<file path="config.mk">
export PLATFORM = sky130hd
export DESIGN_NAME = regfile_param_sb
export DESIGN_NICKNAME = d
export VERILOG_FILES = /design/src/rtl/regfile_param_sb.sv
export SDC_FILE = /design/constraint.sdc
export NUM_CORES = 1
export LEC_CHECK = 0
export ABC_CLOCK_PERIOD_IN_PS = 3020
export CAP_MARGIN = 40
export CORE_ASPECT_RATIO = 1.5
export CORE_MARGIN = 2
export CORE_UTILIZATION = 57
export DETAILED_ROUTE_END_ITERATION = 6
export PLACE_DENSITY_LB_ADDON = 0.12
export SLEW_MARGIN = 25
export SYNTH_ARGS = -nofsm -noshare
export SYNTH_HDL_FRONTEND = slang
export SYNTH_SLANG_ARGS = --single-unit
</file>
<file path="constraint.sdc">
create_clock -name clk -period 3.02 [get_ports clk]
set_input_delay 0.604 -clock clk [delete_from_list [all_inputs] [get_ports clk]]
set_output_delay 0.604 -clock clk [all_outputs]
set_load 0.02 [all_outputs]
</file>
<file path="src/rtl/regfile_param_sb.sv">
// Parametrised register file: clocked write port, two combinational read ports,
// write-through bypass, optional hardwired zero register and per-register busy bits.
module regfile_param_sb #(
  parameter int WIDTH    = 16,
  parameter int DEPTH    = 32,
  parameter int ADDR_W   = 5,
  parameter int ZERO_REG = 1,
  parameter int BYPASS   = 1
) (
  input  logic              clk,
  input  logic              reset,
  input  logic              we,
  input  logic [ADDR_W-1:0] waddr,
  input  logic [WIDTH-1:0]  wdata,
  input  logic              claim,
  input  logic [ADDR_W-1:0] claim_addr,
  input  logic [ADDR_W-1:0] ra1,
  input  logic [ADDR_W-1:0] ra2,
  output logic [WIDTH-1:0]  rd1,
  output logic [WIDTH-1:0]  rd2,
  output logic              busy1,
  output logic              busy2
);

  localparam int IDX_W = (DEPTH > 1) ? $clog2(DEPTH) : 1;

  logic [WIDTH-1:0]  r_mem [DEPTH];
  logic [DEPTH-1:0]  r_busy;

  logic              w_wr_ok;
  logic              w_cl_ok;
  logic [IDX_W-1:0]  w_widx;
  logic [IDX_W-1:0]  w_cidx;
  logic [ADDR_W-1:0] w_ra [2];
  logic [WIDTH-1:0]  w_rd [2];
  logic              w_bz [2];

  // An address names real, writable state: in range and not the hardwired zero.
  function automatic logic addr_ok(input logic [ADDR_W-1:0] a);
    return (int'(a) < DEPTH) && !((ZERO_REG != 0) && (a == '0));
  endfunction

  assign w_wr_ok = we && addr_ok(waddr);
  assign w_cl_ok = claim && addr_ok(claim_addr);
  assign w_widx  = waddr[IDX_W-1:0];
  assign w_cidx  = claim_addr[IDX_W-1:0];

  // The claim is applied after the write so it wins when both target one register.
  always_ff @(posedge clk) begin
    if (reset) begin
      for (int i = 0; i < DEPTH; i++) r_mem[i] <= '0;
      r_busy <= '0;
    end else begin
      if (w_wr_ok) begin
        r_mem[w_widx]  <= wdata;
        r_busy[w_widx] <= 1'b0;
      end
      if (w_cl_ok) r_busy[w_cidx] <= 1'b1;
    end
  end

  assign w_ra[0] = ra1;
  assign w_ra[1] = ra2;

  always_comb begin
    for (int p = 0; p < 2; p++) begin
      w_rd[p] = '0;
      w_bz[p] = 1'b0;
      if (addr_ok(w_ra[p])) begin
        if ((BYPASS != 0) && w_wr_ok && (waddr == w_ra[p])) begin
          w_rd[p] = wdata;
          w_bz[p] = 1'b0;
        end else begin
          w_rd[p] = r_mem[w_ra[p][IDX_W-1:0]];
          w_bz[p] = r_busy[w_ra[p][IDX_W-1:0]];
        end
      end
    end
  end

  assign rd1   = w_rd[0];
  assign rd2   = w_rd[1];
  assign busy1 = w_bz[0];
  assign busy2 = w_bz[1];

endmodule

</file>
==> results.tsv <==
stage	metric	value	unit
synth	simple-gate area share of the yosys netlist	14.2	%
synth	post-synthesis mux area share	22.4	%
final_layout	# nets final	2538	
clock_network	clk sinks	544	
synth	most common cell in the synthesized netlist	edfxtp_1	
synth	Synth top area share	51.1	%
final_layout	Layout area overhead	20.5	%
critical_path	CP Buf/Inv Count	2	
synth	xor/xnor share of the synthesized area	0.291	%
pwr	power share of the clock group	35.9	%
sta	Worst-Margin Slew	875	ps
critical_path	crit-path leading delay family	multiplexers	
synth	Post-synth ARST share	0	%
global_routing	pin count of the biggest net entering global routing	34	
synth	top cells by area, synth	edfxtp_1, mux4_2, and2_1	
synth	largest family of logic cells by synthesized area	multiplexers	
status	violated checks	setup timing	
sta	RSZ-0062 raised after global routing	true	
clock_network	total CTS buffers	52	
status	outcome	finished with violations	
die	die height	285	µm
synth	top_reg_cell synth	edfxtp_1	
die	row cnt	103	
die	Die W	192	µm
route	DR iter-0 viols	2021	
global_routing	total global routing overflow	0	
sta	Final Cycle Share	105	%
global_routing	GRT Total Usage	35.0	%
pwr	sw frac	25.6	%
sta	final worst slack	-165	ps
die	# IOs	74	
synth	synthesis warning total	0	
sta	FMAX	314	MHz
clock_network	CTS Root Cell	clkbuf_16	
pwr	P_leak	13.7	nW
sta	Final Hold Viols	0	
global_routing	initial antenna violation count	2	
synth	synthesized flop and latch total	544	
run	maxcap violations	0	
critical_path	Worst Path Required	2420	ps
worst_hold_path	Hold WC Path Type	reg2reg	
route	Routed Antenna Nets	0	
pwr	internal power	13.7	mW
sta	Layout Skew	0	ps
critical_path	WP data arrival	2580	ps
die	initial core utilization	57.4	%
critical_path	startpoint types	flip-flop	
route	via count	21000	
pwr	power per cell area	508	nW/µm²
sta	max-slew violations	0	
pwr	combinational power share	16.0	%
sta	post-layout min period	3180	ps
sta	setup violators final	27	
clock_network	Reg clk slew, reported paths	60	ps
pwr	Final Power	18.4	mW
pwr	switching power	4.72	mW
synth	Compound-Gate Fraction of Synth Area	6.03	%
synth	Netlist Area Pre-Place	30100	µm²
critical_path	Critical Path Max Stage Delay	520	ps
route	DRC Markers	0	
clock_network	TritonCTS clock tree	built	
place	dpl hpwl	66.2	mm
global_routing	first-pass GRT wire length	139	mm
pwr	worst-case vdd ir drop	485	µV
route	final WL	93.8	mm
final_layout	share of cells above drive strength 1	27.9	%
clock_network	clk buf depth	3	
synth	number of synthesized flops with an enable pin	512	
route	Via density	6.51	
synth	Cell variety after synth	49	
critical_path	CP max stage cell	mux4_2	
global_routing	number of global-route vias before repair	21900	
synth	cell accounting for the most synthesized area	edfxtp_1	
synth	post-synthesis adder-cell area fraction	0	%
critical_path	critical-path cell list	mux4_2, mux2_4, a211oi_2, buf_4, nand3_4, o2111a_1, buf_6	
route	drt first pass iters	7	
synth	most frequent cells after synthesis	edfxtp_1, and2_1, mux2i_1, mux4_2	
place	port bufs	73	
critical_path	critical path class	reg2out	
synth	Synth Area per Inst	13.2	µm²
sta	final setup TNS	-1870	ps
clock_network	CTS H-Tree Depth	2	
place	gp weighted congestion	0.973	
pwr	Reg power frac	48.1	%
route	WL/cell	29.1	µm
die	die area	54700	µm²
die	Core Area	52500	µm²
critical_path	Worst Path Max Fanout	2	
critical_path	CP Capture Type	primary output	
clock_network	worst-skew pair later-pin latency	620	ps
sta	relative slew slack	41.6	%
synth	sequential share of the synthesized area	53.2	%
synth	Mapped Cells	2276	
==> logic make-up (layout without fill, tap and decap cells) <==
logic type                Yosys count  in the layout
other                               1             17
DFF                               544            544
AOI/OAI and AO/OA                 249            249
muxes                             466            466
and+or+nand+nor                   750            750
buffers and inverters             256            507
xor gates and xnor gates           10             10
==> power groups by stage <==
| stage | registers [mW] | clock network, mW | logic, mW |
|---|---|---|---|
| after global routing | 8.90 | 6.94 | 3.05 |
| after detailed placement | 9.02 | 0 | 2.73 |
| final | 8.87 | 6.62 | 2.95 |
| after CTS | 8.86 | 6.67 | 2.89 |
| after global placement | 8.97 | 0 | 2.70 |
| after floorplan | 8.93 | 0 | 1.56 |
==> per-layer routing <==
metal  share of wire, %  track usage [%]  vias up
met4                4.9             16.6        0
met3                7.6             5.39      287
met2                 52             61.2     1096
met5                  0                0        -
li1                   -                -     9056
met1                 36             42.1    10600
==> cell type report <==
cell class              count  area, µm²
repair buffers            376       4290
inverters                  33        124
multi-input cells        1491      13300
clock buffers              60       1330
flip-flops and latches    544      16000
clock inverters            38        364
fillers                  3652      16200
well taps                 682        853
diodes                      1       2.50
==> worst reg2reg max path, cell delays in order (launching register included) <==
cell	delay, ps
dfxtp_1	360
inv_1	40
o21ai_0	170
==> through the flow <==
stage	utilization, %	hold WS, ps	cell area [µm²]	std cells	worst slack [ps]
final	69.2	485	36300	3225	-165
after global routing	69.2	505	36300	3225	-223
after CTS	69.0	487	36200	3220	-170
after detailed placement	64.5	474	33800	3104	-823
after global placement	64.5	469	33800	3103	-818
after floorplan	-	451	30200	2291	197
==> flip-flops by register name, indices dropped and copies added, names as in the netlist <==
| signal | flops |
|---|---|
| r_mem | 512 |
| r_busy | 32 |
==> final timing paths <==
check                from         to  slack, ps  depth (start not counted)
max          r_mem[30][0]     rd2[0]       -160                          7
min             r_busy[0]  r_busy[0]        480                          1
max reg2reg     r_busy[6]  r_busy[6]       2360                          2
min reg2reg     r_busy[0]  r_busy[0]        480                          1
==> what timing repair did <==
action                     CTS  global route
gates cloned                 6             0
setup endpoints to repair   34            34
hold endpoints to repair     0             0
pin swaps                   62            13
resized for setup          293            19
setup buffers               13             4
hold buffers                 0             0
==> placed cells by master (no fill, tap or decap), types with 5 or more instances in the layout <==
cell type,n
a211oi_1,5
a211oi_2,22
a21o_1,21
and2_1,469
buf_12,86
buf_16,6
buf_2,11
buf_4,203
buf_6,32
bufinv_16,6
clkbuf_1,8
clkbuf_16,52
clkdlybuf4s50_1,23
clkinv_1,16
clkinv_2,10
conb_1,16
dfxtp_1,32
edfxtp_1,512
inv_1,33
mux2_2,37
mux2_4,25
mux2i_1,247
mux4_2,153
nand2_1,62
nand3_1,64
nand3b_1,5
nor2_1,66
nor2_2,7
nor2b_1,5
nor3_1,36
o2111a_1,19
o2111a_2,11
o21ai_0,15
o21bai_2,8
o22ai_1,129
o22ai_2,6
or3_1,6
xor2_1,10
Note: power is estimated with default switching activity, not from simulation.
